`src/rtl/frame_ram_arbiter.sv`:
```
// Shares the single frame-RAM port between the LCD refresh reader and the drawing writer.
// Reads win by default; the writer is guaranteed a slot after MAX_STREAK contested reads.
module frame_ram_arbiter #(
  parameter int AW         = 10,
  parameter int DW         = 8,
  parameter int RD_LAT     = 1,
  parameter int MAX_STREAK = 4
) (
  input  logic          clk,
  input  logic          rst,
  input  logic          rd_req,
  input  logic [AW-1:0] rd_addr,
  output logic          rd_ack,
  output logic          rd_valid,
  output logic [DW-1:0] rd_data,
  input  logic          wr_req,
  input  logic [AW-1:0] wr_addr,
  input  logic [DW-1:0] wr_data,
  output logic          wr_ack,
  output logic [AW-1:0] ram_addr,
  output logic [DW-1:0] ram_wdata,
  output logic          ram_wren,
  input  logic [DW-1:0] ram_rdata,
  output logic [15:0]   conflict_cnt,
  output logic          busy
);

  logic            grant_rd_s;
  logic            grant_wr_s;
  logic            both_req_s;
  logic [3:0]      streak_r;
  logic [RD_LAT:0] inflight_r;

  assign both_req_s = rd_req & wr_req;
  assign rd_ack     = grant_rd_s;
  assign wr_ack     = grant_wr_s;
  assign rd_valid   = inflight_r[RD_LAT];
  assign rd_data    = ram_rdata;
  assign busy       = |inflight_r;

  // Per-cycle grant decision: reader first unless the writer has waited out its streak.
  always_comb begin
    grant_rd_s = 1'b0;
    grant_wr_s = 1'b0;
    if (rst) begin
      grant_rd_s = 1'b0;
      grant_wr_s = 1'b0;
    end else if (both_req_s) begin
      if (streak_r < 4'(MAX_STREAK)) begin
        grant_rd_s = 1'b1;
      end else begin
        grant_wr_s = 1'b1;
      end
    end else if (rd_req) begin
      grant_rd_s = 1'b1;
    end else if (wr_req) begin
      grant_wr_s = 1'b1;
    end else begin
      grant_rd_s = 1'b0;
      grant_wr_s = 1'b0;
    end
  end

  // Count reads granted while the writer keeps waiting.
  always_ff @(posedge clk) begin
    if (rst) begin
      streak_r <= 4'd0;
    end else if (grant_wr_s || !wr_req) begin
      streak_r <= 4'd0;
    end else if (grant_rd_s) begin
      streak_r <= streak_r + 4'd1;
    end else begin
      streak_r <= streak_r;
    end
  end

  // RAM command registers: the winner's address, write data only on a write.
  always_ff @(posedge clk) begin
    if (rst) begin
      ram_addr  <= {AW{1'b0}};
      ram_wdata <= {DW{1'b0}};
      ram_wren  <= 1'b0;
    end else if (grant_wr_s) begin
      ram_addr  <= wr_addr;
      ram_wdata <= wr_data;
      ram_wren  <= 1'b1;
    end else if (grant_rd_s) begin
      ram_addr  <= rd_addr;
      ram_wren  <= 1'b0;
    end else begin
      ram_wren  <= 1'b0;
    end
  end

  // In-flight read pipeline; a reset flushes every outstanding return.
  always_ff @(posedge clk) begin
    if (rst) begin
      inflight_r <= '0;
    end else begin
      inflight_r <= {inflight_r[RD_LAT-1:0], grant_rd_s};
    end
  end

  // Saturating count of contested cycles.
  always_ff @(posedge clk) begin
    if (rst) begin
      conflict_cnt <= 16'd0;
    end else if (both_req_s && (conflict_cnt != 16'hFFFF)) begin
      conflict_cnt <= conflict_cnt + 16'd1;
    end else begin
      conflict_cnt <= conflict_cnt;
    end
  end

endmodule

```
`config.mk`:
```
export PLATFORM = sky130hd
export DESIGN_NAME = frame_ram_arbiter
export DESIGN_NICKNAME = d
export VERILOG_FILES = /design/src/rtl/frame_ram_arbiter.sv
export SDC_FILE = /design/constraint.sdc
export NUM_CORES = 1
export LEC_CHECK = 0
export CAP_MARGIN = 20
export CORE_MARGIN = 3
export CORE_UTILIZATION = 25
export CTS_CLUSTER_DIAMETER = 50
export DETAILED_ROUTE_END_ITERATION = 16
export PLACE_DENSITY = 0.65
export SYNTH_ARGS = -nofsm -noshare
export SYNTH_HDL_FRONTEND = slang
export SYNTH_SLANG_ARGS = --single-unit
```
`constraint.sdc`:
```
create_clock -name clk -period 5.49 [get_ports clk]
set_input_delay 1.098 -clock clk [delete_from_list [all_inputs] [get_ports clk]]
set_output_delay 1.098 -clock clk [all_outputs]
set_load 0.1 [all_outputs]
```
==> results of run 1 <==
-- synth_stat cells (all sizes together) (3+ instances only) --
cell type | instances | area, um^2
dfxtp | 41 | 821
nor2 | 29 | 109
nand2 | 14 | 52.6
buf | 13 | 92.6
xnor2 | 12 | 105
a211oi | 10 | 75.1
mux2i | 10 | 100
o21ai | 10 | 50.1
nand2b | 9 | 56.3
nor3 | 7 | 35.0
clkbuf | 6 | 22.5
nand3 | 6 | 30.0
nor4 | 6 | 71.3
nand4 | 5 | 31.3
a21oi | 4 | 20.0
and3 | 3 | 18.8
nor2b | 3 | 18.8
-- path summary, 6_finish.rpt --
check | startpoint | to
max | wr_req | wr_ack
min | streak_r[0]$_SDFFE_PP0P_ | streak_r[0]$_SDFFE_PP0P_
max reg2reg | conflict_cnt[0]$_SDFFE_PP0P_ | conflict_cnt[15]$_SDFFE_PP0P_
min reg2reg | streak_r[0]$_SDFFE_PP0P_ | streak_r[0]$_SDFFE_PP0P_
-- power by group through the flow --
stage	logic [mW]	registers, mW	clock network [mW]
3_5_place_dp	0.179	0.324	0
6_report	0.178	0.317	0.248
4_1_cts	0.180	0.317	0.258
5_1_grt	0.187	0.319	0.270
3_3_place_gp	0.177	0.324	0
2_1_floorplan	0.0676	0.406	0
-- stage by stage --
stage	cell area, um^2	utilization, %	setup WS [ps]	hold WS [ps]
after CTS	2720	38.9	1940	441
after floorplan	1860	-	2150	398
after detailed placement	2600	37.2	1950	428
final	2720	38.9	1960	432
after global routing	2720	38.9	1890	473
after global placement	2590	37.1	1960	408
-- flip-flops by register name, indices dropped and copies added (netlist names) --
| name | cells |
|---|---|
| streak_r | 4 |
| conflict_cnt | 16 |
| ram_wren | 1 |
| inflight_r | 2 |
| ram_wdata | 8 |
| ram_addr | 10 |
-- final cells by class --
type	count	area (um^2)
fill	725	4270
multi-input combinational	143	917
tap	96	120
inverter	2	7.51
clock buffer	7	86.3
clock inverter	1	30.0
sequential	41	821
timing repair buffer	73	734
-- kinds of logic (layout without fill, tap and decap cells) --
group / count (synthesis) / count (layout)
other: 1 / 1
multiplexers: 11 / 11
flip-flops: 41 / 41
AO/OA/AOI/OAI: 25 / 25
adder cells (fa/ha/maj): 2 / 2
buffers and inverters: 21 / 83
XOR/XNOR: 12 / 12
AND/OR/NAND/NOR: 92 / 92
-- worst max-delay path, cell delays in order --
cell and delay [ps]:
clkdlybuf4s50_1 550, nand2b_1 120, a21oi_2 110, buf_4 320, buf_12 220
-- layer usage --
layer	GRT usage [%]	vias to the layer above	wire length [um]
met2	17.6	52	2070
met4	4.58	0	78
met5	0	-	0
met1	13.0	726	1810
met3	3.61	6	333
li1	-	818	-
==> metrics.yaml, run 1 <==
cells_and_area:
  fin_nets: 308
  drive_gt1_share_pct: 7.87
  synthToLayoutAreaGrowth_pct: 46.3
  fin_cells: 363
  final_common_cell: "clkdlybuf4s50_1"
  layout_common_cells: "clkdlybuf4s50_1, dfxtp_1, nor2_1"
  diodes: 0
drt:
  drt-pass1-iter-count: 4
  drt-vias-per-instance: 4.41
  detail_route.wl_per_cell_um: 11.8
  num_vias: 1602
  routed_wl_um: 4300
  route.detailed.drc: 0
  first_iter_violations: 87
  antenna_left: 0
yosys:
  yosysUniqueCellTypes: 35
  synth-simple-area-share_pct: 27.8
  syn-cell-area_um2: 1860
  async_flop_share_pct: 0
  synth_compound_area_share_pct: 8.22
  synth_xor_area_share_pct: 5.66
  synth_fp_nets: 247
  synth_warnings: 0
  synth_mux_area_share_pct: 6.00
  avgSynthCellArea_um2: 9.06
  seq_area_frac_synth_pct: 44.2
  synth_edf_count: 0
  postSynthCellCount: 205
  synth_top_family_by_area: "simple AND/OR/NAND/NOR gates"
  synth_top_flop_cell: "dfxtp_1"
  ys_seq_elements: 41
  synth-adder-area-share_pct: 1.35
worst_setup_path:
  worstPathRequired_ps: 4390
  r2r_cells: 6
  crit_fanout: 27
  arrival_ps: 2430
  crit_type: "input port to output port"
  startpoint_type: "input port"
  r2r_slack_ps: 3450
  critPathCaptureType: "output port"
power:
  intPower_mw: 0.513
  clkPwrFrac_pct: 33.4
  sw_frac_of_total_pct: 30.9
  p_switching_mw: 0.229
  p_seq_share_pct: 42.7
  p_leak_nw: 0.933
  vdd_drop_max_v: 0.000114
  p_total_mw: 0.742
  p_per_area_nw_per_um2: 273
  comb_power_share_pct: 23.9
cts:
  cts_max_level: 2
  ctsHoldBuffers: 0
  root_buffer: "clkbuf_8"
  cts_buffers: 5
  cts_tree: "built"
  cts_buffer_depth: 2
  clk_pin_slew_ps: 70
  clock_sinks: 41
  cts_resized: 0
  cts_setup_buffers: 0
  clock_latency_ps: 290
die:
  die_width_um: 92.2
  row_count: 30
  core_um2: 6980
  start_util_pct: 26.6
  dieArea_um2: 8500
  ios: 87
  die_h_um: 92.2
global_route:
  grt.overflow.total: 0
  grt_max_degree: 41
  grt_pass1_wl_um: 7480
  antenna_found_initial: 0
  grtUsageTotal_pct: 10.8
  first_global_vias: 1624
timing:
  tightest_slew_ps: 995
  relSlewSlack_pct: 33.5
  tns_ps: 0
  fin_skew_ps: 8.25
  layout_min_cycle_time_ps: 3530
  slew_violations: 0
  setup_viol: 0
  clock.fmax_ghz: 0.284
  rsz0062_at_grt: "no"
  hold_viol: 0
  finalCritPeriodShare_pct: 64.2
placement:
  dp_cells: 355
  portBuffers: 70
  gp_congestion: 0.754
  dpl.hpwl_um: 3270
outcome:
  status: "finished clean"
run:
  cap_viol_max_count: 0
min_path:
  hp-class: "flip-flop to flip-flop"
  min_delay_path_depth: 1
(Power assumes the default switching activity.)
==> run 2: changes to the inputs <==
--- a/config.mk
+++ b/config.mk
@@ -10,7 +10,7 @@
 export CORE_UTILIZATION = 25
 export CTS_CLUSTER_DIAMETER = 50
 export DETAILED_ROUTE_END_ITERATION = 16
-export PLACE_DENSITY = 0.65
+export PLACE_DENSITY = 0.67
 export SYNTH_ARGS = -nofsm -noshare
 export SYNTH_HDL_FRONTEND = slang
 export SYNTH_SLANG_ARGS = --single-unit
==> constraint.sdc (replaced) <==
create_clock -name clk -period 3.2 [get_ports clk]
set_input_delay 0.64 -clock clk [delete_from_list [all_inputs] [get_ports clk]]
set_output_delay 0.64 -clock clk [all_outputs]
set_load 0.1 [all_outputs]
==> run 2 against run 1 <==
  * Sequential share of layout area is 1.1 points higher
  * Global-route usage is 0.40 points lower
  * Combinational power is 69% higher
  * Via count is 1.9% lower
  * Non-clock buffer count is 2 higher
  * Register-to-register slack worse by 2300 ps
  * Flip-flop and latch count stayed put
  * Cell area is 3.5% lower
  * Core utilization is 1.4 points lower
  * First-iteration DRC count is 8.0% higher
  * Clock power is 35% higher
  * Critical path type is now flip-flop to output port
  * Critical endpoint is now busy
  * Largest cell class unchanged
==> metrics.yaml, run 2 (synthesis results as in run 1) <==
global_route:
  grtUsageTotal_pct: 10.4  # was 10.8%
  grt.overflow.total: 0  # unchanged
  first_global_vias: 1540  # was 1624
  grt_max_degree: 27  # was 41
  met3_usage_pct: 3.69  # was 3.61%
  busiest_layer: "met2"  # unchanged
  grt_pass1_wl_um: 7160  # was 7480 um
  grt_use_met2_pct: 16.8  # was 17.6%
  antenna_found_initial: 0  # unchanged
  use_met1_pct: 12.4  # was 13.0%
placement:
  dp_cells: 357  # was 355
  portBuffers: 70  # unchanged
  dpl.hpwl_um: 3240  # was 3270 um
  gp_congestion: 0.781  # was 0.754
drt:
  detail_route.wl_per_cell_um: 11.6  # was 11.8 um
  routed_wl_um: 4240  # was 4300 um
  route.detailed.drc: 0  # unchanged
  antenna_left: 0  # unchanged
  first_iter_violations: 94  # was 87
  drt-vias-per-instance: 4.31  # was 4.41
  drt-pass1-iter-count: 4  # unchanged
  num_vias: 1572  # was 1602
cells_and_area:
  layout_common_cells: "dfxtp_1, buf_4, clkdlybuf4s50_1"  # was clkdlybuf4s50_1, dfxtp_1, nor2_1
  diodes: 0  # unchanged
  largestRegisters: "conflict_cnt: 16 flops, ram_addr: 10 flops, ram_wdata: 8 flops"  # unchanged
  drive_gt1_share_pct: 22.3  # was 7.87%
  final.fill_count: 722  # was 725
  largest_register_ffs: 16  # unchanged
  seqCellArea_um2: 821  # unchanged
  synthToLayoutAreaGrowth_pct: 41.1  # was 46.3%
  fin_nets: 310  # was 308
  largest-register: "conflict_cnt"  # unchanged
  multi_input_area_um2: 917  # unchanged
  fin_cells: 365  # was 363
timing:
  hold_viol: 0  # unchanged
  fin_skew_ps: 5.76  # was 8.25 ps
  relSlewSlack_pct: 35.4  # was 33.5%
  finalCritPeriodShare_pct: 77.8
  layout_min_cycle_time_ps: 2490
  tightest_slew_ps: 966  # was 995 ps
  tns_ps: 0  # unchanged
  setup_viol: 0  # unchanged
  rsz0062_at_grt: "no"  # unchanged
  whs_ps: 428  # was 432 ps
  clock.fmax_ghz: 0.402
  slew_violations: 0  # unchanged
cts:
  clk_pin_slew_ps: 80  # was 70 ps
  cts_tree: "built"  # unchanged
  cts_buffer_depth: 2  # unchanged
  cts_buffers: 5  # unchanged
  cts_max_level: 2  # unchanged
  cts_setup_buffers: 0  # unchanged
  ctsHoldBuffers: 0  # unchanged
  clock_sinks: 41  # unchanged
  root_buffer: "clkbuf_8"  # unchanged
  cts_resized: 0  # unchanged
  clock_latency_ps: 290  # about the same
worst_setup_path:
  startpoint_type: "flip-flop"  # was input port
  worstPathRequired_ps: 2560  # was 4390 ps
  crit_fanout: 2  # was 27
  crit_type: "flip-flop to output port"  # was input port to output port
  critPathCaptureType: "output port"  # unchanged
  arrival_ps: 1850  # was 2430 ps
die:
  row_count: 30  # unchanged
  start_util_pct: 26.6  # unchanged
  ios: 87  # unchanged
  dieArea_um2: 8500  # unchanged
  core_um2: 6980  # unchanged
  die_width_um: 92.2  # unchanged
  die_h_um: 92.2  # unchanged
power:
  vdd_drop_max_v: 0.000126  # was 0.000114 V
  p_total_mw: 1.18  # was 0.742 mW
  p_per_area_nw_per_um2: 450  # was 273 nW/um^2
  p_leak_nw: 0.995  # was 0.933 nW
min_path:
  hp-class: "flip-flop to flip-flop"  # unchanged
outcome:
  status: "finished clean"  # unchanged
run:
  cap_viol_max_count: 0  # unchanged
-- run 2: cell types whose count changed in the layout (fill, tap and decap cells not counted) --
cell             before  now
buf_12                1    2
buf_4                 3   41
buf_6                 1    0
bufinv_16             1    0
clkbuf_1              1    0
clkbuf_8              6    5
clkdlybuf4s50_1      68   32
clkinv_2              0    2
clkinvlp_4            0    1
-- run 2: path summary, 6_finish.rpt --
path	depth (start not counted)	from	endpoint	slack (ps)
worst min register to register	1	streak_r[0]$_SDFFE_PP0P_	streak_r[0]$_SDFFE_PP0P_	430
worst max-delay path	2	inflight_r[1]$_SDFF_PP0_	busy	710
worst max register to register	6	conflict_cnt[0]$_SDFFE_PP0P_	conflict_cnt[15]$_SDFFE_PP0P_	1140
worst min-delay path	1	streak_r[0]$_SDFFE_PP0P_	streak_r[0]$_SDFFE_PP0P_	430
-- run 2: metal layers --
layer	vias up	share of wire [%]
li1	821	-
met1	694	42
met2	51	48
met3	6	7.9
met4	0	1.8
met5	-	0
-- run 2: power by group --
part	total, mW	internal, mW	leakage (nW)	switching (mW)
registers	0.544	0.531	0.335	0.0130
clock network	0.334	0.151	0.0439	0.183
logic	0.300	0.0896	0.616	0.211
total	1.18	0.772	0.995	0.407
-- run 2: area by class of cell --
class | instances | share of cell area, %
timing repair buffer | 75 | 25.5
tap | 96 | 4.58
sequential | 41 | 31.3
inverter | 2 | 0.287
clock inverter | 3 | 0.669
clock buffer | 5 | 2.63
multi-input combinational | 143 | 35.0
-- run 2: critical path, cell delays in order (launching register included) --
cell	delay, ps
dfxtp_1	310
or2_2	280
clkdlybuf4s50_1	970
-- run 2: through the flow --
step | cell area, um^2 | util (%) | setup WS, ps
CTS | 2620 | 37.5 | 685
global placement | 2530 | 36.3 | 757
floorplan | 1860 | - | 765
finish | 2620 | 37.5 | 709
detailed placement | 2530 | 36.3 | 718
global route | 2620 | 37.5 | 640
==> run 3: changes to the inputs <==
==> constraint.sdc (replaced) <==
create_clock -name clk -period 2.05 [get_ports clk]
set_input_delay 0.41 -clock clk [delete_from_list [all_inputs] [get_ports clk]]
set_output_delay 0.41 -clock clk [all_outputs]
set_load 0.1 [all_outputs]
==> run 3 against run 2 <==
  * Clock skew decreased by 0.77 ps
  * First-iteration DRC count decreased by 57%
  * Total power increased by 68%
  * Final cell count increased by 1.4%
  * Global-route usage decreased by 0.25 points
  * Critical path depth increased by 3
  * Hold slack improved by 4.2 ps
  * Via count increased by 0.95%
  * Clock power increased by 95%
  * Core utilization increased by 1.5 points
  * Routed wire length increased by 0.17%
==> metrics.yaml, run 3 (synthesis results as in run 1) <==
outcome:
  status: "finished clean"  # unchanged
cells_and_area:
  final.fill_count: 727  # was 722
  fin_nets: 315  # was 310
  final_common_cell: "buf_4"
  largest-register: "conflict_cnt"  # unchanged
  synthToLayoutAreaGrowth_pct: 46.6  # was 41.1%
  drive_gt1_share_pct: 29.9  # was 22.3%
  layout_common_cells: "buf_4, clkdlybuf4s50_1, nor2_1"  # was dfxtp_1, buf_4, clkdlybuf4s50_1
  largestRegisters: "conflict_cnt: 16 flops, ram_addr: 10 flops, ram_wdata: 8 flops"  # unchanged
  diodes: 0  # unchanged
  largest_register_ffs: 16  # unchanged
die:
  ios: 87  # unchanged
  die_h_um: 92.2  # unchanged
  core_um2: 6980  # unchanged
  die_width_um: 92.2  # unchanged
  row_count: 30  # unchanged
  start_util_pct: 26.6  # unchanged
  dieArea_um2: 8500  # unchanged
drt:
  first_iter_violations: 40  # was 94
  route.detailed.drc: 0  # unchanged
  antenna_left: 0  # unchanged
  detail_route.wl_per_cell_um: 11.5  # was 11.6 um
  drt-pass1-iter-count: 4  # unchanged
  routed_wl_um: 4250  # was 4240 um
  drt-vias-per-instance: 4.29  # was 4.31
  num_vias: 1587  # was 1572
global_route:
  antenna_found_initial: 0  # unchanged
  grtUsageTotal_pct: 10.2  # was 10.4%
  grt.overflow.total: 0  # unchanged
  grt_max_degree: 35  # was 27
  grt_pass1_wl_um: 7160  # about the same
  first_global_vias: 1515  # was 1540
cts:
  clk_pin_slew_ps: 80  # about the same
  cts_resized: 0  # unchanged
  cts_tree: "built"  # unchanged
  root_buffer: "clkbuf_8"  # unchanged
  clock_sinks: 41  # unchanged
  ctsHoldBuffers: 0  # unchanged
  cts_buffers: 5  # unchanged
  clock_latency_ps: 290  # about the same
  cts_buffer_depth: 2  # unchanged
  cts_max_level: 2  # unchanged
  cts_setup_buffers: 0  # unchanged
worst_setup_path:
  startpoint_type: "input port"  # was flip-flop
  crit_fanout: 5  # was 2
  slowest_delay_ps: 550  # was 970 ps
  cp_cell_sequence: "clkdlybuf4s50_1 > nand2b_1 > a21oi_2 > buf_4 > buf_12"  # was or2_2 > clkdlybuf4s50_1
  crit_slowest_cell: "clkdlybuf4s50_1"  # unchanged
  crit_type: "input port to output port"  # was flip-flop to output port
  critPathCaptureType: "output port"  # unchanged
  worstPathRequired_ps: 1640  # was 2560 ps
  arrival_ps: 1560  # was 1850 ps
power:
  p_per_area_nw_per_um2: 727  # was 450 nW/um^2
  vdd_drop_max_v: 0.000420  # was 0.000126 V
  p_leak_nw: 1.05  # was 0.995 nW
  p_total_mw: 1.98  # was 1.18 mW
timing:
  whs_ps: 432  # was 428 ps
  finalCritPeriodShare_pct: 95.9
  hold_viol: 0  # unchanged
  layout_min_cycle_time_ps: 1970
  clock.fmax_ghz: 0.509
  postLayoutSetupSlackWorst_ps: 83.8  # was 709 ps
  rsz0062_at_grt: "no"  # unchanged
  fin_skew_ps: 4.99  # was 5.76 ps
  slew_violations: 0  # unchanged
  setup_viol: 0  # unchanged
placement:
  portBuffers: 70  # unchanged
  dpl.hpwl_um: 3270  # was 3240 um
  gp_congestion: 0.837  # was 0.781
  pre_cts_ws_ps: -0.0759  # was 718 ps
run:
  cap_viol_max_count: 0  # unchanged
min_path:
  hp-class: "flip-flop to flip-flop"  # unchanged
## run 3: cell types whose count changed in the layout (fill, tap and decap cells not counted), sizes merged
cell	delta
clkinv	-1
buf	+6
clkdlybuf4s50	-1
bufinv	+1
## run 3: final timing paths
check,slack (ps),cells after the start,from,end
worst min register to register,430,1,streak_r[0]$_SDFFE_PP0P_,streak_r[0]$_SDFFE_PP0P_
worst min-delay path,430,1,streak_r[0]$_SDFFE_PP0P_,streak_r[0]$_SDFFE_PP0P_
worst max-delay path,80,5,wr_req,wr_ack
worst max register to register,120,6,conflict_cnt[0]$_SDFFE_PP0P_,conflict_cnt[15]$_SDFFE_PP0P_
## run 3: layer usage
metal  vias to the layer above  GRT usage, %  wire, um
met3                         4          2.71       243
met1                       701          13.1      2020
li1                        829             -         -
met5                         -             0         0
met2                        53          16.4      1940
met4                         0          3.59        42
## run 3: area by class of cell
class | count | area [um^2] | share of cell area, %
Multi-Input combinational cell | 143 | 917 | 33.7
Sequential cell | 41 | 846 | 31.1
Timing Repair Buffer | 80 | 716 | 26.3
Tap cell | 96 | 120 | 4.41
Clock buffer | 5 | 68.8 | 2.53
Clock inverter | 3 | 46.3 | 1.70
Inverter | 2 | 7.51 | 0.276
## run 3: where the power goes
group / internal [mW] / total (mW) / switching, mW
sequential: 0.828 / 0.848 / 0.0192
clock: 0.364 / 0.651 / 0.286
combinational: 0.148 / 0.480 / 0.332
total: 1.34 / 1.98 / 0.638
## run 3: critical path, delay by kind of cell
family,cells,cell delay [ps]
and+or+nand+nor,1,110
buffers and inverters,3,880
AOI/OAI and AO/OA,1,150
## run 3: stage by stage
stage,TNS [ps],area [um^2],instances,util (%)
after detailed placement,-0.0759,2610,362,37.3
after floorplan,0,1880,205,-
after global placement,0,2610,362,37.3
final,0,2720,370,39.0
after global routing,0,2720,370,39.0
after CTS,0,2720,370,39.0
==> patch 1 (settings of run 3) <==
Set the parameter `AW` to 9 (it was 10).
--- a/src/rtl/frame_ram_arbiter.sv
+++ b/src/rtl/frame_ram_arbiter.sv
@@ -2,5 +2,5 @@
 // Reads win by default; the writer is guaranteed a slot after MAX_STREAK contested reads.
 module frame_ram_arbiter #(
-  parameter int AW         = 10,
+  parameter int AW         = 9,
   parameter int DW         = 8,
   parameter int RD_LAT     = 1,
Ports: changed (resized ram_addr, rd_addr and wr_addr); port bits go from 87 to 84. The function was not compared with the original's and may differ.
==> patch 1 against run 3 <==
Hold slack worse by 6.0 ps; clock power down 18%; final area down 1.1%; routed wire length up 3.9%; power down 7.6%; setup slack better by 30 ps; sequential cell count down 1; area after synthesis down 0.27%; critical endpoint unchanged; largest cell class unchanged; largest power group unchanged.
==> patch 1: results <==
synth:
  ys_seq_area_frac: 0.432
  synthTopCellsByArea: "dfxtp_1, mux2i_1, nor2_1, a211oi_1, buf_4"
  yosysUniqueCellTypes: 37
  synth_compound_area_frac: 0.126
  synth_fa_ha_area_frac: 0.0135
  synth_top_cells_by_count: "dfxtp_1, nor2_1, a211oi_1, mux2i_1, nand2_1"
  syn_nets: 240
setup_path:
  r2r_slack_ps: 320
  worstPathMaxFanout: 6
  arrival_ps: 1530
power_and_ir_drop:
  p_leak_nw: 1.08
global_routing:
  grt_max_degree: 23
  use_met3: 0.0279
  grt_pass1_wl_um: 7450
  globalRouteMet2Util: 0.187
  grt_use_met1: 0.125
  grt_use_total: 0.109
sta:
  finClkSkew_ps: 2.94
detailed_routing:
  wl_met1_um: 2030
  drtIter0Drc: 48
  wl_met2_um: 2080
  drt-total-wl_um: 4410
placed_design:
  place.gp.congestion: 0.810
  hpwl_um: 3400
finish:
  top_regs: "conflict_cnt (16), ram_addr (9), ram_wdata (8)"
status:
  status: "complete, no violations"
## patch 1: per-stage QoR
stage / instance area [um^2] / TNS, ps / hold slack [ps] / worst slack (ps)
after floorplan: 1870 / -130 / 398 / -130
after global placement: 2580 / 0 / 408 / 61.7
after detailed placement: 2580 / 0 / 418 / 41.3
after CTS: 2680 / 0 / 431 / 45.7
after global routing: 2690 / 0 / 445 / 24.3
final: 2690 / 0 / 426 / 114
## patch 1: area by class of cell
cell class	instances	share of cell area
Inverter	2	0.00279
Multi-Input combinational cell	141	0.347
Timing Repair Buffer	80	0.269
Tap cell	96	0.0447
Sequential cell	40	0.304
Clock buffer	8	0.0335
## patch 1: power by group
| part | internal (mW) | leakage, nW | switching, mW | total, mW |
|---|---|---|---|---|
| clock | 0.275 | 0.0455 | 0.260 | 0.534 |
| sequential | 0.809 | 0.334 | 0.0183 | 0.827 |
| combinational | 0.148 | 0.701 | 0.319 | 0.466 |
==> patch 2 (config.mk and constraints of run 3) <==
Made on the original files. Reset style: asynchronous (`rst`), changed in 4 clocked blocks.
--- a/src/rtl/frame_ram_arbiter.sv
+++ b/src/rtl/frame_ram_arbiter.sv
@@ -63,5 +63,5 @@
 
   // Count reads granted while the writer keeps waiting.
-  always_ff @(posedge clk) begin
+  always_ff @(posedge clk or posedge rst) begin
     if (rst) begin
       streak_r <= 4'd0;
@@ -76,5 +76,5 @@
 
   // RAM command registers: the winner's address, write data only on a write.
-  always_ff @(posedge clk) begin
+  always_ff @(posedge clk or posedge rst) begin
     if (rst) begin
       ram_addr  <= {AW{1'b0}};
@@ -94,5 +94,5 @@
 
   // In-flight read pipeline; a reset flushes every outstanding return.
-  always_ff @(posedge clk) begin
+  always_ff @(posedge clk or posedge rst) begin
     if (rst) begin
       inflight_r <= '0;
@@ -103,5 +103,5 @@
 
   // Saturating count of contested cycles.
-  always_ff @(posedge clk) begin
+  always_ff @(posedge clk or posedge rst) begin
     if (rst) begin
       conflict_cnt <= 16'd0;
Check against the original RTL: differs if rst is asserted again (counterexample within 4 cycles, from zero or initial values and one cycle with rst high); with rst held inactive, the same outputs for 10 cycles.
==> patch 2 against run 3 <==
Final cell count decreased by 9.2%; die area increased by 2.9%; setup slack worse by 21 ps; routed wire length increased by 4.3%; hold slack got worse by 59 ps; final area up 2.2%; utilization fell by 1.1 points; sequential cell count is the same; area after synthesis grew 3.1%; largest cell class is now sequential cells.
Power is not compared: it rests on default switching activity, and its combinational part moved more than twofold at a synthesized area within 25%.
==> patch 2: results <==
clock_network:
  clk_latency_ps: 290
  cts_made_buffers: 5
  cts_setup_buffers: 0
  cts_buffer_depth: 2
  clk_transition_reported_paths_ps: 80
  cts_max_level: 2
placed_design:
  numPlacedInstances: 328
  hpwl_um: 3400
  port_buffers: 70
  dpl_worst_slack_ps: -8.07
  place.gp.congestion: 0.747
  dpl-instance-area_um2: 2690
finish:
  syn2layout_area_growth_pct: 45.2
  fillCellCount: 714
  top_regs: "conflict_cnt (16), ram_addr (10), ram_wdata (8)"
  drive_gt1_frac: 0.371
  nets: 278
setup_path:
  worstPathMaxFanout: 12
  r2r_start: "conflict_cnt[0]"
  rr_worst_depth: 6
  crit_start: "rst"
  crit_end: "wr_ack"
  arrival_ps: 1580
  r2r-end: "conflict_cnt[9]"
  r2r_slack_ps: 300
status:
  status: "complete, no violations"
global_routing:
  grt_max_degree: 38
  grt_use_total: 0.108
  grt_antenna_before_repair: 0
  grt_pass1_wl_um: 7420
min_path:
  hold_depth: 0
  holdCritStartpoint: "inflight_r[0]"
  hp-class: "flop to flop"
synth:
  yosysUniqueCellTypes: 39
  synthTopCellsByArea: "dfrtp_1, mux2i_1, mux2_2, buf_4, o21ai_0"
  synth_top_cells_by_count: "dfrtp_1, nand2_1, o21ai_0"
  synthFlopType: "dfrtp_1"
  ys_async_sr_fraction: 1.00
  syn_nets: 205
  ys_warn_count: 0
  ys_seq_area_frac: 0.536
  synthCells: 163
detailed_routing:
  route.vias.total: 1479
  drtIter0Drc: 40
  via_per_inst: 4.40
  drt-total-wl_um: 4430
  drt_pass1_iterations: 4
sta:
  fin_crit_ps: 1990
  slew-limit-headroom: 0.684
  finClkSkew_ps: 5.21
power_and_ir_drop:
  vdd_ir_drop_max_mv: 1.45
  p_leak_nw: 1.23
==> patch 2: changes by cell type in the layout (fill, tap and decap cells not counted), moves of 4 or more <==
cell,run 3,this run
nand4_1,5,1
a211oi_1,10,3
dfrtp_1,0,25
nor2_1,29,5
dfxtp_1,25,0
xnor2_1,12,6
dfxtp_2,14,0
mux2_2,0,8
xor2_1,0,5
nor3_1,7,2
nand2b_1,9,1
dfrtp_2,0,16
==> patch 2: layer usage <==
layer / wire (um) / vias up / global-route usage
li1: - / 718 / -
met1: 2020 / 710 / 0.146
met2: 2100 / 42 / 0.167
met3: 221 / 9 / 0.0225
met4: 89 / 0 / 0.0464
met5: 0 / - / 0
==> patch 2: worst min path at each step <==
stage / to / slack [ps]
3_5_place_dp: inflight_r[1] / 360
2_1_floorplan: inflight_r[1] / 350
6_report: inflight_r[1] / 370
5_1_grt: inflight_r[1] / 410
4_1_cts: inflight_r[1] / 380
3_3_place_gp: inflight_r[1] / 360
==> patch 2: report_power, final <==
group | switching [mW] | internal, mW
Sequential | 0.132 | 0.947
Combinational | 1.14 | 0.338
Clock | 0.289 | 0.273
==> patch 2: worst max-delay path, stage by stage <==
cell	delay, ps
clkdlybuf4s50_1	550
clkinvlp_4	140
o311a_1	150
buf_12	160
buf_12	160
==> patch 2: logic make-up after synthesis <==
group,count (synthesis),synth area share
muxes,20,0.110
xor gates and xnor gates,11,0.0503
buffers and inverters,15,0.0484
and+or+nand+nor,48,0.161
DFF,41,0.536
adders and majority gates,2,0.0131
AOI/OAI and AO/OA,26,0.0810
==> patch 2: repair_timing <==
item	4_1_cts	5_1_grt
hold endpoints to repair	0	0
setup endpoints to repair	1	0
resized for setup	1	0
==> patch 2: area by class of cell <==
| class | instances | share of cell area |
|---|---|---|
| multi-input combinational | 107 | 0.286 |
| sequential | 41 | 0.376 |
| clock buffer | 6 | 0.0297 |
| inverter | 2 | 0.00405 |
| clock inverter | 2 | 0.00495 |
| timing repair buffer | 79 | 0.254 |
| tap | 99 | 0.0446 |
